<file path="config.mk">
export PLATFORM = sky130hd
export DESIGN_NAME = dnn_perf_monitor
export DESIGN_NICKNAME = d
export VERILOG_FILES = /design/src/rtl/dnn_perf_monitor.sv
export SDC_FILE = /design/constraint.sdc
export NUM_CORES = 1
export LEC_CHECK = 0
export BUFFER_PORTS_ARGS = -buffer_cell sky130_fd_sc_hd__buf_2
export CAP_MARGIN = 20
export CORE_MARGIN = 10
export CORE_UTILIZATION = 45
export DETAILED_ROUTE_END_ITERATION = 6
export PLACE_DENSITY = 0.61
export SKIP_CTS_REPAIR_TIMING = 1
export SYNTH_ARGS = -nofsm -noshare
export SYNTH_HDL_FRONTEND = slang
export SYNTH_SLANG_ARGS = --single-unit
</file>
<file path="constraint.sdc">
create_clock -name clk_i -period 9.4 [get_ports clk_i]
set_clock_uncertainty 0.15 [all_clocks]
set_input_delay 0 -clock clk_i [delete_from_list [all_inputs] [get_ports clk_i]]
set_output_delay 0 -clock clk_i [all_outputs]
set_load 0.01 [all_outputs]
</file>
<file path="src/rtl/dnn_perf_monitor.sv">
// dnn_perf_monitor: per-case accuracy statistics (sliding window, epoch and error counters).
// Optional feature: define PERF_L1_ERR_EN to build the per-case L1 error accumulator (l1_sum_o).
module dnn_perf_monitor #(
    parameter int P         = 1,
    parameter int WIN       = 100,
    parameter int EPOCH_LEN = 50000,
    parameter int CNT_W     = 32,
    parameter int ACT_W     = 32,
    parameter int FRAC_BITS = 21
) (
    input  logic                       clk_i,
    input  logic                       rst_ni,
    input  logic                       stat_clr_i,
    input  logic                       out_valid_i,
    input  logic                       case_end_i,
    input  logic [P-1:0]               a_out_i,
    input  logic [P-1:0]               y_out_i,
    input  logic [ACT_W*P-1:0]         act_l_i,
    output logic                       case_done_o,
    output logic                       case_ok_o,
    output logic [$clog2(WIN+1)-1:0]   recent_cnt_o,
    output logic [$clog2(WIN+1)-1:0]   win_fill_o,
    output logic [CNT_W-1:0]           num_case_o,
    output logic [CNT_W-1:0]           total_err_o,
    output logic [15:0]                epoch_o,
    output logic                       epoch_done_o,
    output logic [ACT_W+7:0]           l1_sum_o
);
    localparam int CW = $clog2(WIN + 1);
    localparam int PW = $clog2(WIN);
    localparam int EW = (EPOCH_LEN > 1) ? $clog2(EPOCH_LEN) : 1;

    logic             err_acc_q, err_acc_d;
    logic [WIN-1:0]   win_q, win_d;
    logic [PW-1:0]    wr_ptr_q, wr_ptr_d;
    logic [CW-1:0]    recent_q, recent_d, fill_q, fill_d;
    logic [CNT_W-1:0] num_q, num_d, terr_q, terr_d;
    logic [15:0]      epoch_q, epoch_d;
    logic [EW-1:0]    idx_q, idx_d;
    logic             done_q, done_d, ok_q, ok_d, edone_q, edone_d;
    logic             mismatch, ok, evict, full;

    // A mismatch on the closing cycle still belongs to the closing case
    assign mismatch = out_valid_i & |(a_out_i ^ y_out_i);
    assign ok       = ~(err_acc_q | mismatch);
    assign evict    = win_q[wr_ptr_q];
    assign full     = fill_q == CW'(WIN);

    // Next-state for the sticky error, window and counters; stat_clr discards a coincident close
    always_comb begin
        err_acc_d = err_acc_q | mismatch;
        win_d     = win_q;
        wr_ptr_d  = wr_ptr_q;
        recent_d  = recent_q;
        fill_d    = fill_q;
        num_d     = num_q;
        terr_d    = terr_q;
        epoch_d   = epoch_q;
        idx_d     = idx_q;
        ok_d      = ok_q;
        done_d    = 1'b0;
        edone_d   = 1'b0;
        if (stat_clr_i) begin
            err_acc_d = 1'b0;
            win_d     = '0;
            wr_ptr_d  = '0;
            recent_d  = '0;
            fill_d    = '0;
            num_d     = '0;
            terr_d    = '0;
            epoch_d   = '0;
            idx_d     = '0;
            ok_d      = 1'b0;
        end else if (case_end_i) begin
            err_acc_d       = 1'b0;
            done_d          = 1'b1;
            ok_d            = ok;
            win_d[wr_ptr_q] = ok;
            wr_ptr_d        = (wr_ptr_q == PW'(WIN - 1)) ? '0 : wr_ptr_q + 1'b1;
            recent_d        = recent_q + CW'(ok) - CW'(full & evict);
            fill_d          = full ? fill_q : fill_q + 1'b1;
            num_d           = (&num_q) ? num_q : num_q + 1'b1;
            terr_d          = (&terr_q | ok) ? terr_q : terr_q + 1'b1;
            edone_d         = idx_q == EW'(EPOCH_LEN - 1);
            idx_d           = edone_d ? '0 : idx_q + 1'b1;
            epoch_d         = epoch_q + 16'(edone_d);
        end
    end

    // Statistics registers with asynchronous reset
    always_ff @(posedge clk_i or negedge rst_ni) begin
        if (!rst_ni) begin
            err_acc_q <= 1'b0;
            win_q     <= '0;
            wr_ptr_q  <= '0;
            recent_q  <= '0;
            fill_q    <= '0;
            num_q     <= '0;
            terr_q    <= '0;
            epoch_q   <= '0;
            idx_q     <= '0;
            done_q    <= 1'b0;
            ok_q      <= 1'b0;
            edone_q   <= 1'b0;
        end else begin
            err_acc_q <= err_acc_d;
            win_q     <= win_d;
            wr_ptr_q  <= wr_ptr_d;
            recent_q  <= recent_d;
            fill_q    <= fill_d;
            num_q     <= num_d;
            terr_q    <= terr_d;
            epoch_q   <= epoch_d;
            idx_q     <= idx_d;
            done_q    <= done_d;
            ok_q      <= ok_d;
            edone_q   <= edone_d;
        end
    end

    assert property (@(posedge clk_i) disable iff (!rst_ni) recent_q <= fill_q);

    assign case_done_o  = done_q;
    assign case_ok_o    = ok_q;
    assign recent_cnt_o = recent_q;
    assign win_fill_o   = fill_q;
    assign num_case_o   = num_q;
    assign total_err_o  = terr_q;
    assign epoch_o      = epoch_q;
    assign epoch_done_o = edone_q;

`ifdef PERF_L1_ERR_EN
    localparam int SW = ACT_W + 8;

    logic signed [SW-1:0] l1_lanes;
    logic [SW-1:0]        l1_add, l1_tot, l1_acc_q, l1_acc_d, l1_sum_q, l1_sum_d;
    logic [SW:0]          l1_wide;

    function automatic logic signed [SW-1:0] l1_term(input logic y, input logic signed [ACT_W-1:0] a);
        return y ? (SW'(1) <<< FRAC_BITS) - SW'(a) : SW'(a);
    endfunction

    // Saturating per-case sum of |y - act_l| over all lanes and valid cycles
    always_comb begin
        l1_lanes = '0;
        for (int i = 0; i < P; i++)
            l1_lanes = l1_lanes + l1_term(y_out_i[i], act_l_i[i*ACT_W +: ACT_W]);
        l1_add   = out_valid_i ? l1_lanes : '0;
        l1_wide  = {l1_acc_q[SW-1], l1_acc_q} + {l1_add[SW-1], l1_add};
        l1_tot   = (l1_wide[SW] == l1_wide[SW-1]) ? l1_wide[SW-1:0]
                 : l1_wide[SW] ? {1'b1, {(SW-1){1'b0}}} : {1'b0, {(SW-1){1'b1}}};
        l1_acc_d = (stat_clr_i | case_end_i) ? '0 : l1_tot;
        l1_sum_d = stat_clr_i ? '0 : case_end_i ? l1_tot : l1_sum_q;
    end

    // L1 accumulator and latched per-case result
    always_ff @(posedge clk_i or negedge rst_ni) begin
        if (!rst_ni) begin
            l1_acc_q <= '0;
            l1_sum_q <= '0;
        end else begin
            l1_acc_q <= l1_acc_d;
            l1_sum_q <= l1_sum_d;
        end
    end

    assign l1_sum_o = l1_sum_q;
`else
    logic unused_act;
    assign unused_act = ^act_l_i ^ FRAC_BITS[0];
    assign l1_sum_o   = '0;
`endif
endmodule
</file>
# After elaboration in Yosys (flattened, before gate mapping)
# Index checks and enable logic that the tools add are counted.
# word_totals
memories	0
romBits	0
elab_cells	75
latchBits	0
input_bits	39
output_inout_bits	137
regBits	221
mem_bits_rw	0
# classes
n_eq_ne	6
n_mul	0
bitwise_logic	6
n_reduce_logical	7
order_cmp	2
div_mod_pow	0
n_addsub	8
n_mux	34
n_shift	0
# ops
cell	count
100-bit two-way mux	2
32-bit two-way mux	6
100-bit bitwise mux	1
16-bit two-way mux	5
32-bit by 1-bit adder with 32-bit output, second input constant	2
32-bit AND reduction	2
7-bit two-way mux	8
16-bit by 1-bit adder with 16-bit output	1
16-bit by 1-bit adder with 16-bit output, second input constant	1
16-bit == test, second input constant	1
7-bit by 1-bit adder with 7-bit output, second input constant	2
7-bit == test, second input constant	2
1-bit two-way mux	10
7-bit by 8-bit < comparator with 1-bit output, second input constant	1
7-bit by 1-bit adder with 7-bit output	1
1-bit binary-select mux with 7-bit select	1
1-bit demux with 7-bit select	1
7-bit by 1-bit >= comparator with 1-bit output, second input constant	1
7-bit by 1-bit subtractor with 7-bit output	1
2-bit != test, second input constant	3
2-bit AND reduction	3
1-bit bitwise AND	2
1-bit bitwise OR	2
2-bit nonzero test	1
other kinds (3)	3

# Longest topological paths before layout
# Gate-level depths: netlist of run 1.
# logic_depth
depth_word	8
mapped_depth	20
mapped_depth_nobuf	18

# Worst setup path before layout of run 1
# OpenSTA, ideal clock, no wires.
# synth_path
kind	register -> register
start	register wr_ptr_q[0]
end	register recent_q[6], in the netlist recent_cnt_o[6]
arrival_time_ns	3.862
stages_incl_launch_ff	20
n_path_buf	2
setup_time_ns	0.078
path_slack_ns	5.310
required_ns	9.172
path_cell_list	dfrtp_1 -> buf_2 -> buf_2 -> mux4_2 -> mux2_2 -> a22oi_1 -> a31oi_1 -> o41ai_1 -> o41ai_1 -> ha_1 -> inv_1 -> ha_1 -> inv_1 -> fa_1 -> nor2b_1 -> o21ai_0 -> a21oi_1 -> o2111ai_1 -> a31o_2 -> a21oi_1
# synth_via
elab_chain_len	6
# synth_rtl
element	line_no	source
start, declared	35	logic [PW-1:0] wr_ptr_q, wr_ptr_d;
start signal, assigned	108	wr_ptr_q <= wr_ptr_d;
1-bit binary-select mux with 7-bit select	46	assign evict = win_q[wr_ptr_q];
1-bit two-way mux (implied by the code)	46	
1-bit bitwise AND	80	recent_d = recent_q + CW'(ok) - CW'(full & evict);
7-bit by 1-bit subtractor with 7-bit output	80	
7-bit two-way mux	74	end else if (case_end_i) begin
7-bit two-way mux	63	if (stat_clr_i) begin
end signal, assigned	109	recent_q <= recent_d;
end, declared	36	logic [CW-1:0] recent_q, recent_d, fill_q, fill_d;
# Every way passes these cells. The select of a mux whose other input is x is not followed.
# A chain may end at the register's enable or synchronous reset.

# Worst setup path after layout of run 1
# Ends and elaborated chain as after synthesis.

==> summary.md, run 1 <==
| Metric | Value |
|---|---|
| Design Area, Final | `0.0134 mm²` |
| # rows | `59` |
| Skew-Pair Late Insertion Delay | `0.54 ns` |
| Multiplexer area fraction after synthesis | `0.0505` |
| Max Clock Freq | `199 MHz` |
| Crit path launch | `wr_ptr_q[0]` |
| Antenna-violating nets left | `0` |
| GPL Wtd Cong | `0.887` |
| Max cap viols | `0` |
| Layout cells sized above 1 | `0.140` |
| Core ar. | `0.0260 mm²` |
| Die X | `182 µm` |
| Leak | `0.00586 µW` |
| Drt pass-1 iters | `5` |
| Total CTS buffers | `26` |
| Power Dens Cells | `166 mW/mm²` |
| Post-synthesis xor/xnor area fraction | `0.0517` |
| Total power | `2230 µW` |
| Main combinational cell family by area after synthesis | `simple AND/OR/NAND/NOR gates` |
| Crit-path leading delay family | `compound AO/OA/AOI/OAI gates` |
| Initial antenna violation count | `0` |
| Total Wirelength | `33.4 mm` |
| Fin. max-slew vios | `0` |
| Final setup viols | `0` |
| Die Area | `0.0333 mm²` |
| Seq cells post-synth | `221` |
| # port buffers | `103` |
| Largest net degree at the start of global routing | `94` |
| Endpoints failing hold | `76` |
| Post-Synthesis Cells | `1,288` |
| Critical path's largest stage delay | `0.61 ns` |
| Least-Margin Pin Slew | `1.09 ns` |
| # nets final | `1,411` |
| Synth Area in Compound Gates | `0.140` |
| I/O Pins | `176` |
| Tmin final | `5.02 ns` |
| Clock transition at path regs | `0.06 ns` |
| H-tree depth | `1` |
| Total number of vias | `9,971` |
| RSZ-0062 raised after global routing | `false` |
| Die Height | `182 µm` |
| Post-synth EDFFs | `0` |
| Period utilization | `0.534` |
| Fill cell count | `2,468` |
| Worst setup SP type | `register` |
| Fin util | `0.517` |
| Clock root cell | `clkbuf_16` |
| Grt ovf | `0` |
| Dpl cell area | `0.0125 mm²` |
| Sequential fraction of the synthesis area | `0.466` |
| Detail Placement HPWL | `21.1 mm` |
| Worst VDD drop | `0.000127 V` |
| Net Sw Power | `549 µW` |
| Ys flop type | `dfrtp_1` |
| Slowest CP cell | `dfrtp_1` |
| Worst hold slack | `-0.0690 ns` |
| Worst-path fanout max | `24` |
| Total clock sinks | `221` |
| Max_slew headroom | `0.268` |
| First-pass GRT wire length | `53.8 mm` |
| Yosys Warn Count | `0` |
| Adder-cell area share of the yosys netlist | `0.0175` |
| Ys async rst share | `1.00` |
| Starting density of the core | `0.457` |
| CTS tree | `yes` |
| Area Growth Syn to Fin | `13.1%` |
| Outcome | `finished with violations` |
| Failing checks | `negative hold slack` |
| Buf/Inv on CP | `3` |
| Crit path DAT | `5.32 ns` |
| Register share of total power | `0.438` |
| Yosys top cell by area | `dfrtp_1` |
| Initial DRC count | `842` |
| Cell area after synthesis | `0.0119 mm²` |
| Logic pwr share | `0.078` |
| Clk network pwr share | `0.484` |
| N_diodes | `0` |
| Post-synth cell types | `64` |
| Avg WL per Cell | `19.5 µm` |
| DRC | `0` |
| Internal | `1680 µW` |
| Min-delay worst type | `input pin to async pin` |
| Total track usage | `0.194` |
| Vias in the first global route | `9,690` |
| Post-route setup TNS | `0 ns` |
| CP Cell Sequence | `buf_4 > mux4_2 > mux2_2 > a22oi_1 > a31oi_1 > o41ai_1 > o41ai_1 > ha_1 > inv_1 > ha_1 > inv_1 > fa_1 > nor2b_1 > o21ai_0 > a21oi_1 > o2111ai_1 > a31o_2 > a21oi_1` |
| Syn avg cell area | `9.21 µm²` |
| Drt via density | `5.83` |
| R2R Path Start | `wr_ptr_q[0]` |
| Largest cells by area after synthesis | `dfrtp_1 (47%), o21ai_0 (6.0%), nand3_1 (4.4%)` |
| Maximum clock path buffer count | `3` |
| Post-synthesis simple-gate area fraction | `0.213` |
| Yosys top cell area share | `0.466` |
| Critical path class | `register to register` |
| Crit. End Element | `register` |
| Required @ worst endpoint | `9.70 ns` |
| Sw Share | `0.246` |
==> area by class of cell <==
class | count | area, µm² | area share
clock inverters | 11 | 163 | 0.0121
inverters | 26 | 98.8 | 0.00736
flip-flops and latches | 221 | 5530 | 0.412
clock buffers | 37 | 753 | 0.0561
repair buffers | 122 | 683 | 0.0509
well taps | 335 | 419 | 0.0312
multi-input cells | 959 | 5770 | 0.430
==> cell families after synthesis <==
family	after synthesis
muxes	43
other	1
buffers and inverters	147
adders and majority gates	16
and+or+nand+nor	516
xor gates and xnor gates	70
AOI/OAI and AO/OA	274
DFF	221
==> routing by layer <==
| metal | wire, µm | part of all wire | track usage |
|---|---|---|---|
| met1 | 15100 | 0.45 | 0.271 |
| met2 | 15200 | 0.45 | 0.295 |
| met3 | 2340 | 0.070 | 0.0435 |
| met4 | 771 | 0.023 | 0.0573 |
| met5 | 0 | 0 | 0 |
==> worst paths after layout <==
path / end / slack [ns] / depth (start not counted)
max in group asynchronous: win_q[62] / 7.65 / 3
max reg2reg: recent_cnt_o[6] / 4.38 / 18
min in group clk_i: total_err_o[21] / 0.29 / 3
max: recent_cnt_o[6] / 4.38 / 18
min reg2reg: idx_q[15] / 0.33 / 1
min: idx_q[7] / -0.07 / 2
==> cell usage after synthesis (3+ instances only) <==
| master | n |
|---|---|
| dfrtp_1 | 221 |
| o21ai_0 | 142 |
| nand2_1 | 129 |
| nor2_1 | 121 |
| nand3_1 | 104 |
| clkbuf_1 | 58 |
| o211ai_1 | 53 |
| buf_4 | 41 |
| xor2_1 | 39 |
| xnor2_1 | 31 |
| nand4_1 | 29 |
| nor3_1 | 28 |
| a21oi_1 | 27 |
| mux2i_1 | 25 |
| inv_1 | 23 |
| and3_1 | 22 |
| ha_1 | 15 |
| nor4_1 | 15 |
| or3_1 | 14 |
| mux4_2 | 13 |
| buf_2 | 12 |
| and4_1 | 11 |
| nor2b_1 | 11 |
| buf_1 | 10 |
| a22oi_1 | 7 |
| a31oi_1 | 7 |
| o31ai_1 | 7 |
| o41ai_1 | 6 |
| mux2_2 | 5 |
| nand2b_1 | 5 |
| o2111ai_1 | 4 |
| or2_2 | 4 |
| and2_1 | 3 |
| nor3b_1 | 3 |
| nor4bb_1 | 3 |
==> per-stage QoR <==
step	hold slack, ns	cells	setup slack [ns]
5_1_grt	0.00874	1711	4.08
4_1_cts	-0.624	1706	4.40
3_3_place_gp	-0.0536	1658	4.51
6_report	-0.0690	1711	4.38
2_1_floorplan	-0.446	1327	5.31
3_5_place_dp	-0.0608	1658	4.45
==> sequential cells by signal, summed over array words and instances, names as in the netlist <==
register      count
win_q           100
num_case_o       32
total_err_o      32
epoch_o          16
idx_q            16
recent_cnt_o      7
win_fill_o        7
wr_ptr_q          7
case_done_o       1
case_ok_o         1
epoch_done_o      1
err_acc_q         1
==> power by group through the flow <==
stage	registers [µW]	logic [µW]	clock network, µW
final	979	174	1080
after global routing	980	193	1140
after CTS	979	173	1100
after detailed placement	996	172	0
after global placement	996	171	0
after floorplan	995	117	0
==> placed cells by master, fill, tap and decap left out, types with 28 or more instances in the layout <==
master / instances
xor2_1: 39
nand2_1: 129
o21ai_0: 142
conb_1: 40
nand3_1: 104
dfrtp_1: 220
nor2_1: 121
nand4_1: 29
nor3_1: 28
xnor2_1: 31
o211ai_1: 53
buf_2: 101
==> worst reg2reg max path, stage by stage, from the launching register on <==
cell and delay, ns:
dfrtp_1 0.61, buf_4 0.43, mux4_2 0.55, mux2_2 0.30
a22oi_1 0.20, a31oi_1 0.15, o41ai_1 0.32, o41ai_1 0.18
ha_1 0.31, inv_1 0.06, ha_1 0.15, inv_1 0.05
fa_1 0.38, nor2b_1 0.16, o21ai_0 0.14, a21oi_1 0.26
o2111ai_1 0.16, a31o_2 0.24, a21oi_1 0.13
Note: power is estimated with default switching activity, not from simulation.
==> run 2, diff against run 1 <==
--- a/config.mk
+++ b/config.mk
@@ -10,7 +10,7 @@
 export CORE_MARGIN = 10
 export CORE_UTILIZATION = 45
 export DETAILED_ROUTE_END_ITERATION = 6
-export PLACE_DENSITY = 0.61
+export PLACE_DENSITY = 0.64
 export SKIP_CTS_REPAIR_TIMING = 1
 export SYNTH_ARGS = -nofsm -noshare
 export SYNTH_HDL_FRONTEND = slang
==> constraint.sdc (replaced) <==
create_clock -name clk_i -period 4.12 [get_ports clk_i]
set_clock_uncertainty 0.15 [all_clocks]
set_input_delay 0 -clock clk_i [delete_from_list [all_inputs] [get_ports clk_i]]
set_output_delay 0 -clock clk_i [all_outputs]
set_load 0.01 [all_outputs]
==> run 2 against run 1 <==
The run ends with design-rule violations, negative hold slack, negative setup slack left. Sequential power up 130%. Via count increased by 2.1%. Flip-flop and latch count unchanged. Sequential share of layout area is 0.71 points lower. Critical path type unchanged. Largest cell class unchanged.
==> summary.md, run 2 (synthesis results as in run 1) <==
| Metric | Value |
|---|---|
| Crit. End Element | `register (unchanged)` |
| Max reg flops | `100 (unchanged)` |
| First-pass GRT wire length | `54.6 mm (was 53.8 mm)` |
| Largest net degree at the start of global routing | `115 (was 94)` |
| Slowest CP cell | `mux4_2 (was dfrtp_1)` |
| RSZ-0062 raised after global routing | `true (was false)` |
| Fill cell count | `2,421 (was 2,468)` |
| Core ar. | `0.0260 mm² (unchanged)` |
| Starting density of the core | `0.457 (unchanged)` |
| Area Growth Syn to Fin | `15.1% (was 13.1%)` |
| Min setup slack post-route | `-0.114 ns (was 4.38 ns)` |
| Final setup viols | `1 (was 0)` |
| I/O Pins | `176 (unchanged)` |
| DP Worst Slack | `-0.265 ns (was 4.45 ns)` |
| CTS tree | `yes (unchanged)` |
| Antenna-violating nets left | `0 (unchanged)` |
| Avg WL per Cell | `19.5 µm (about the same)` |
| Die Height | `182 µm (unchanged)` |
| Outcome | `finished with violations (unchanged)` |
| Maximum clock path buffer count | `3 (unchanged)` |
| Net Sw Power | `1220 µW (was 549 µW)` |
| Critical path depth in cells | `19 (was 18)` |
| Max Clock Freq | `236 MHz (was 199 MHz)` |
| Min-delay worst type | `input pin to register (was input pin to async pin)` |
| # nets final | `1,444 (was 1,411)` |
| Total clock sinks | `221 (unchanged)` |
| Internal | `3630 µW (was 1680 µW)` |
| Fin util | `0.526 (was 0.517)` |
| Skew-Pair Late Insertion Delay | `0.52 ns (was 0.54 ns)` |
| # rows | `59 (unchanged)` |
| # port buffers | `103 (unchanged)` |
| Buf/Inv on CP | `4 (was 3)` |
| Grt ovf | `0 (unchanged)` |
| N_diodes | `0 (unchanged)` |
| Area of the multi-input gates | `0.00585 mm² (was 0.00577 mm²)` |
| Total number of vias | `10,200 (was 9,971)` |
| Crit path DAT | `4.53 ns (was 5.32 ns)` |
| Commonest non-fill, non-tap cell in the layout | `dfrtp_1 (unchanged)` |
| Worst setup SP type | `register (unchanged)` |
| Die X | `182 µm (unchanged)` |
| Required @ worst endpoint | `4.41 ns (was 9.70 ns)` |
| Post-route setup TNS | `-0.114 ns (was 0 ns)` |
| Total track usage | `0.197 (was 0.194)` |
| Endpoints failing hold | `5 (was 76)` |
| Vias in the first global route | `9,941 (was 9,690)` |
| Clk network pwr share | `0.444 (was 0.484)` |
| Max_slew headroom | `0.252 (was 0.268)` |
| Max cap viols | `0 (unchanged)` |
| GPL Wtd Cong | `0.921 (was 0.887)` |
| Layout cells sized above 1 | `0.170 (was 0.140)` |
| Worst hold slack | `-0.0328 ns (was -0.0690 ns)` |
| Total Wirelength | `34.0 mm (was 33.4 mm)` |
| Drt pass-1 iters | `7 (was 5)` |
| Die Area | `0.0333 mm² (unchanged)` |
| Crit-path leading delay family | `compound AO/OA/AOI/OAI gates (unchanged)` |
| CP Cell Sequence | `buf_12 > mux4_2 > mux2_4 > a22oi_2 > a31oi_2 > o41ai_2 > o41ai_2 > ha_1 > inv_1 > ha_2 > inv_2 > fa_2 > nor2b_4 > o21ai_2 > a21oi_2 > buf_4 > or3_4 > a31o_4 > a21oi_2 (was buf_4 > mux4_2 > mux2_2 > a22oi_1 > a31oi_1 > o41ai_1 > o41ai_1 > ha_1 > inv_1 > ha_1 > inv_1 > fa_1 > nor2b_1 > o21ai_0 > a21oi_1 > o2111ai_1 > a31o_2 > a21oi_1)` |
| Critical path class | `register to register (unchanged)` |
| Initial DRC count | `1,021 (was 842)` |
| Largest Register | `win_q (unchanged)` |
| Clock root cell | `clkbuf_16 (unchanged)` |
| Power Dens Cells | `355 mW/mm² (was 166 mW/mm²)` |
| Leak | `0.00601 µW (was 0.00586 µW)` |
| Drt via density | `5.84 (was 5.83)` |
| Least-Margin Pin Slew | `1.12 ns (was 1.09 ns)` |
| Logic pwr share | `0.096 (was 0.078)` |
| Failing checks | `design-rule violations, negative hold slack, negative setup slack (was negative hold slack)` |
| Most frequent cells in the layout | `dfrtp_1 (220), o21ai_0 (140), nand2_1 (129), nor2_1 (121), nand3_1 (104) (was dfrtp_1 (220), o21ai_0 (142), nand2_1 (129), nor2_1 (121), nand3_1 (104))` |
| Detail Placement HPWL | `22.1 mm (was 21.1 mm)` |
| Critical path's largest stage delay | `0.50 ns (was 0.61 ns)` |
| Worst R2R Path Depth | `19 (was 18)` |
| Total CTS buffers | `25 (was 26)` |
| Register area | `0.00553 mm² (unchanged)` |
| Initial antenna violation count | `0 (unchanged)` |
| Tmin final | `4.23 ns (was 5.02 ns)` |
| Fin. max-slew vios | `0 (unchanged)` |
| Worst-path fanout max | `4 (was 24)` |
| WHS Path Cells | `4` |
| Worst VDD drop | `0.000264 V (was 0.000127 V)` |
| DRC | `1 (was 0)` |
| Clock transition at path regs | `0.06 ns (about the same)` |
| H-tree depth | `1 (unchanged)` |
| Sw Share | `0.251 (was 0.246)` |
| Period utilization | `1.03 (was 0.534)` |
| Register share of total power | `0.460 (was 0.438)` |
==> run 2: cell count changes in the layout (fill, tap and decap cells not counted), moves of 3 or more <==
cell	previous run	this run
a21oi_1	27	23
a21oi_2	0	4
buf_4	15	47
bufinv_16	4	1
==> run 2: path summary, 6_finish.rpt <==
kind	start	to	slack, ns
max in group asynchronous	rst_ni	wr_ptr_q[1]	2.74
worst max-delay path	wr_ptr_q[0]	recent_cnt_o[6]	-0.11
worst max register to register	wr_ptr_q[0]	recent_cnt_o[6]	-0.11
min in group asynchronous	rst_ni	win_q[64]	0.02
worst min-delay path	case_end_i	idx_q[2]	-0.03
worst min register to register	idx_q[15]	idx_q[15]	0.32
==> run 2: power groups by stage <==
| stage | logic, µW | registers [µW] | clock network [µW] |
|---|---|---|---|
| floorplan | 268 | 2270 | 0 |
| global placement | 416 | 2270 | 0 |
| detailed placement | 417 | 2270 | 0 |
| CTS | 420 | 2230 | 2200 |
| global route | 516 | 2230 | 2290 |
| finish | 468 | 2230 | 2150 |
==> run 2: stage by stage <==
step,area (µm²),instances,total power (µW)
floorplan,12000,1327,2540
global placement,12700,1690,2680
detailed placement,12700,1690,2680
CTS,13500,1736,4850
global route,13700,1743,5040
finish,13700,1743,4850
==> run 2: layout make-up <==
class,count,area share
multi-input cells,959,0.428
flip-flops and latches,221,0.405
repair buffers,156,0.0705
clock buffers,36,0.0525
well taps,335,0.0307
inverters,26,0.00715
clock inverters,10,0.00577
==> run 2: worst register-to-register path, stage by stage, from the launching register on <==
cell	delay, ns
dfrtp_1	0.42
buf_12	0.14
mux4_2	0.50
mux2_4	0.28
a22oi_2	0.19
a31oi_2	0.12
o41ai_2	0.34
o41ai_2	0.16
ha_1	0.30
inv_1	0.04
ha_2	0.17
inv_2	0.06
fa_2	0.22
nor2b_4	0.05
o21ai_2	0.16
a21oi_2	0.08
buf_4	0.13
or3_4	0.33
a31o_4	0.22
a21oi_2	0.11
==> run 2: layer usage <==
| metal | vias up | routed length (µm) | GRT usage |
|---|---|---|---|
| met2 | 369 | 15800 | 0.311 |
| met5 | - | 0 | 0 |
| met4 | 0 | 616 | 0.0443 |
| met1 | 5011 | 14900 | 0.270 |
| li1 | 4740 | - | - |
| met3 | 58 | 2770 | 0.0467 |
==> run 3, diff against run 2 <==
--- a/config.mk
+++ b/config.mk
@@ -7,7 +7,7 @@
 export LEC_CHECK = 0
 export BUFFER_PORTS_ARGS = -buffer_cell sky130_fd_sc_hd__buf_2
 export CAP_MARGIN = 20
-export CORE_MARGIN = 10
+export CORE_MARGIN = 8
 export CORE_UTILIZATION = 45
 export DETAILED_ROUTE_END_ITERATION = 6
 export PLACE_DENSITY = 0.64
==> run 3 against run 2 <==
The flow finishes with violations (negative hold slack). Non-clock buffer count is 1 higher. Fmax is 3.0% higher. Worst hold slack worse by 0.041 ns. Setup slack better by 0.12 ns. Via count is 1.1% higher. Combinational power is 5.6% lower. First-iteration DRC count is 7.2% lower. Critical path depth is 1 lower. Sequential share of layout area is 0.22 points lower.
==> summary.md, run 3 (synthesis results as in run 1) <==
| Metric | Value |
|---|---|
| Outcome | `finished with violations (unchanged)` |
| Failing checks | `negative hold slack (was design-rule violations, negative hold slack, negative setup slack)` |
| Least-Margin Pin Slew | `0.908 ns (was 1.12 ns)` |
| Detail Placement HPWL | `21.8 mm (was 22.1 mm)` |
| First-pass GRT wire length | `53.6 mm (was 54.6 mm)` |
| Sw Share | `0.245 (was 0.251)` |
| # nets final | `1,445 (was 1,444)` |
| Largest net degree at the start of global routing | `101 (was 115)` |
| Vias in the first global route | `9,884 (was 9,941)` |
| Skew-Pair Late Insertion Delay | `0.52 ns (about the same)` |
| Min-delay worst type | `input pin to async pin (was input pin to register)` |
| Area Growth Syn to Fin | `15.8% (was 15.1%)` |
| Total CTS buffers | `25 (unchanged)` |
| Leak | `0.00604 µW (was 0.00601 µW)` |
| GPL Wtd Cong | `0.893 (was 0.921)` |
| Fin. max-slew vios | `0 (unchanged)` |
| Die Area | `0.0318 mm² (was 0.0333 mm²)` |
| Total clock sinks | `221 (unchanged)` |
| Period utilization | `0.998 (was 1.03)` |
| Commonest non-fill, non-tap cell in the layout | `dfrtp_1 (unchanged)` |
| Clock transition at path regs | `0.06 ns (about the same)` |
| R2R Path Start | `wr_ptr_q[0] (unchanged)` |
| Total Wirelength | `33.8 mm (was 34.0 mm)` |
| # port buffers | `103 (unchanged)` |
| Logic pwr share | `0.089 (was 0.096)` |
| Worst setup SP type | `register (unchanged)` |
| Net Sw Power | `1220 µW (about the same)` |
| DP Worst Slack | `-0.314 ns (was -0.265 ns)` |
| Initial DRC count | `947 (was 1,021)` |
| Crit. End Element | `register (unchanged)` |
| Endpoints failing hold | `38 (was 5)` |
| Critical path class | `register to register (unchanged)` |
| Drt via density | `5.90 (was 5.84)` |
| Post-route insts no fill | `1,743 (unchanged)` |
| Tmin final | `4.11 ns (was 4.23 ns)` |
| Initial antenna violation count | `0 (unchanged)` |
| Avg WL per Cell | `19.4 µm (was 19.5 µm)` |
| Total track usage | `0.207 (was 0.197)` |
| CTS tree | `yes (unchanged)` |
| Crit path to | `recent_cnt_o[6] (unchanged)` |
| Power Dens Cells | `364 mW/mm² (was 355 mW/mm²)` |
| Die X | `178 µm (was 182 µm)` |
| # rows | `59 (unchanged)` |
| N_diodes | `0 (unchanged)` |
| Crit path launch | `wr_ptr_q[0] (unchanged)` |
| Max_slew headroom | `0.393 (was 0.252)` |
| Largest Register | `win_q (unchanged)` |
| DP Cell Count | `1,689 (was 1,690)` |
| Max Clock Freq | `243 MHz (was 236 MHz)` |
| Maximum clock path buffer count | `3 (unchanged)` |
| Max cap viols | `0 (unchanged)` |
| Starting density of the core | `0.457 (unchanged)` |
| I/O Pins | `176 (unchanged)` |
| Required @ worst endpoint | `4.41 ns (about the same)` |
| DRC | `0 (was 1)` |
| Most frequent cells in the layout | `dfrtp_1 (219), o21ai_0 (141), nand2_1 (129), nor2_1 (121), nand3_1 (104) (was dfrtp_1 (220), o21ai_0 (140), nand2_1 (129), nor2_1 (121), nand3_1 (104))` |
| Die Height | `178 µm (was 182 µm)` |
| Drt pass-1 iters | `7 (unchanged)` |
| Worst R2R Path Depth | `18 (was 19)` |
| Core ar. | `0.0260 mm² (unchanged)` |
| Max reg flops | `100 (unchanged)` |
| Crit Reg-Reg Endpoint | `recent_cnt_o[6] (unchanged)` |
| Worst VDD drop | `0.000544 V (was 0.000264 V)` |
| Internal | `3770 µW (was 3630 µW)` |
| Layout cells sized above 1 | `0.168 (was 0.170)` |
| Grt ovf | `0 (unchanged)` |
| RSZ-0062 raised after global routing | `true (unchanged)` |
| Antenna-violating nets left | `0 (unchanged)` |
| Worst-path fanout max | `5 (was 4)` |
| Final setup viols | `0 (was 1)` |
| Clock root cell | `clkbuf_16 (unchanged)` |
| Min setup slack post-route | `0.00795 ns (was -0.114 ns)` |
| Register share of total power | `0.447 (was 0.460)` |
| Clk network pwr share | `0.465 (was 0.444)` |
| R2R Setup Slk | `0.008 ns (was -0.11 ns)` |
| Worst hold slack | `-0.0738 ns (was -0.0328 ns)` |
| Total number of vias | `10,300 (was 10,200)` |
| H-tree depth | `1 (unchanged)` |
| Crit path DAT | `4.40 ns (was 4.53 ns)` |
[run 3: worst min path at each step]
stage	startpoint	end	slack, ns
final	rst_ni	num_case_o[15]	-0.07
after global routing	rst_ni	num_case_o[16]	0.02
after CTS	rst_ni	num_case_o[7]	-0.60
after detailed placement	rst_ni	num_case_o[16]	-0.05
after global placement	rst_ni	num_case_o[16]	-0.05
after floorplan	rst_ni	case_done_o	-0.45
[run 3: power groups by stage]
stage / registers [µW] / clock network, µW / logic (µW)
after floorplan: 2270 / 0 / 268
after global placement: 2270 / 0 / 413
after detailed placement: 2270 / 0 / 415
after CTS: 2230 / 2360 / 417
after global routing: 2230 / 2440 / 493
final: 2230 / 2320 / 442
[run 3: worst max-delay path, stage by stage (launching register included)]
cell	delay, ns
dfrtp_2	0.47
buf_12	0.13
mux4_2	0.47
mux2_2	0.28
a22oi_2	0.16
a31oi_2	0.13
o41ai_2	0.28
o41ai_2	0.15
ha_1	0.31
inv_1	0.06
ha_2	0.16
inv_1	0.05
fa_2	0.34
nor2b_2	0.15
o21ai_2	0.08
a21oi_2	0.18
o2111ai_2	0.13
a31o_2	0.23
a21oi_1	0.13
[run 3: cell type report]
| class | instances | area, µm² |
|---|---|---|
| clock buffer | 35 | 733 |
| clock inverter | 10 | 130 |
| fill | 2442 | 12300 |
| inverter | 26 | 97.6 |
| multi-input combinational | 959 | 5820 |
| sequential | 221 | 5530 |
| tap | 335 | 419 |
| timing repair buffer | 157 | 1000 |
[run 3: metal layers]
| layer | vias to the layer above | track usage | share of wire | wire (µm) |
|---|---|---|---|---|
| met5 | - | 0 | 0 | 0 |
| met4 | 0 | 0.0558 | 0.020 | 676 |
| met3 | 56 | 0.0493 | 0.073 | 2480 |
| met2 | 357 | 0.314 | 0.46 | 15500 |
| met1 | 5141 | 0.291 | 0.45 | 15200 |
| li1 | 4737 | - | - | - |
[run 3: per-stage QoR]
step | setup TNS (ns) | hold WS (ns) | total power, µW | util | area, µm²
2_1_floorplan | 0 | -0.446 | 2540 | - | 12000
4_1_cts | -0.419 | -0.602 | 5010 | 0.522 | 13600
3_5_place_dp | -0.373 | -0.0508 | 2680 | 0.489 | 12700
6_report | 0 | -0.0738 | 5000 | 0.529 | 13700
5_1_grt | -0.137 | 0.0179 | 5170 | 0.529 | 13700
3_3_place_gp | -0.246 | -0.0535 | 2680 | 0.489 | 12700
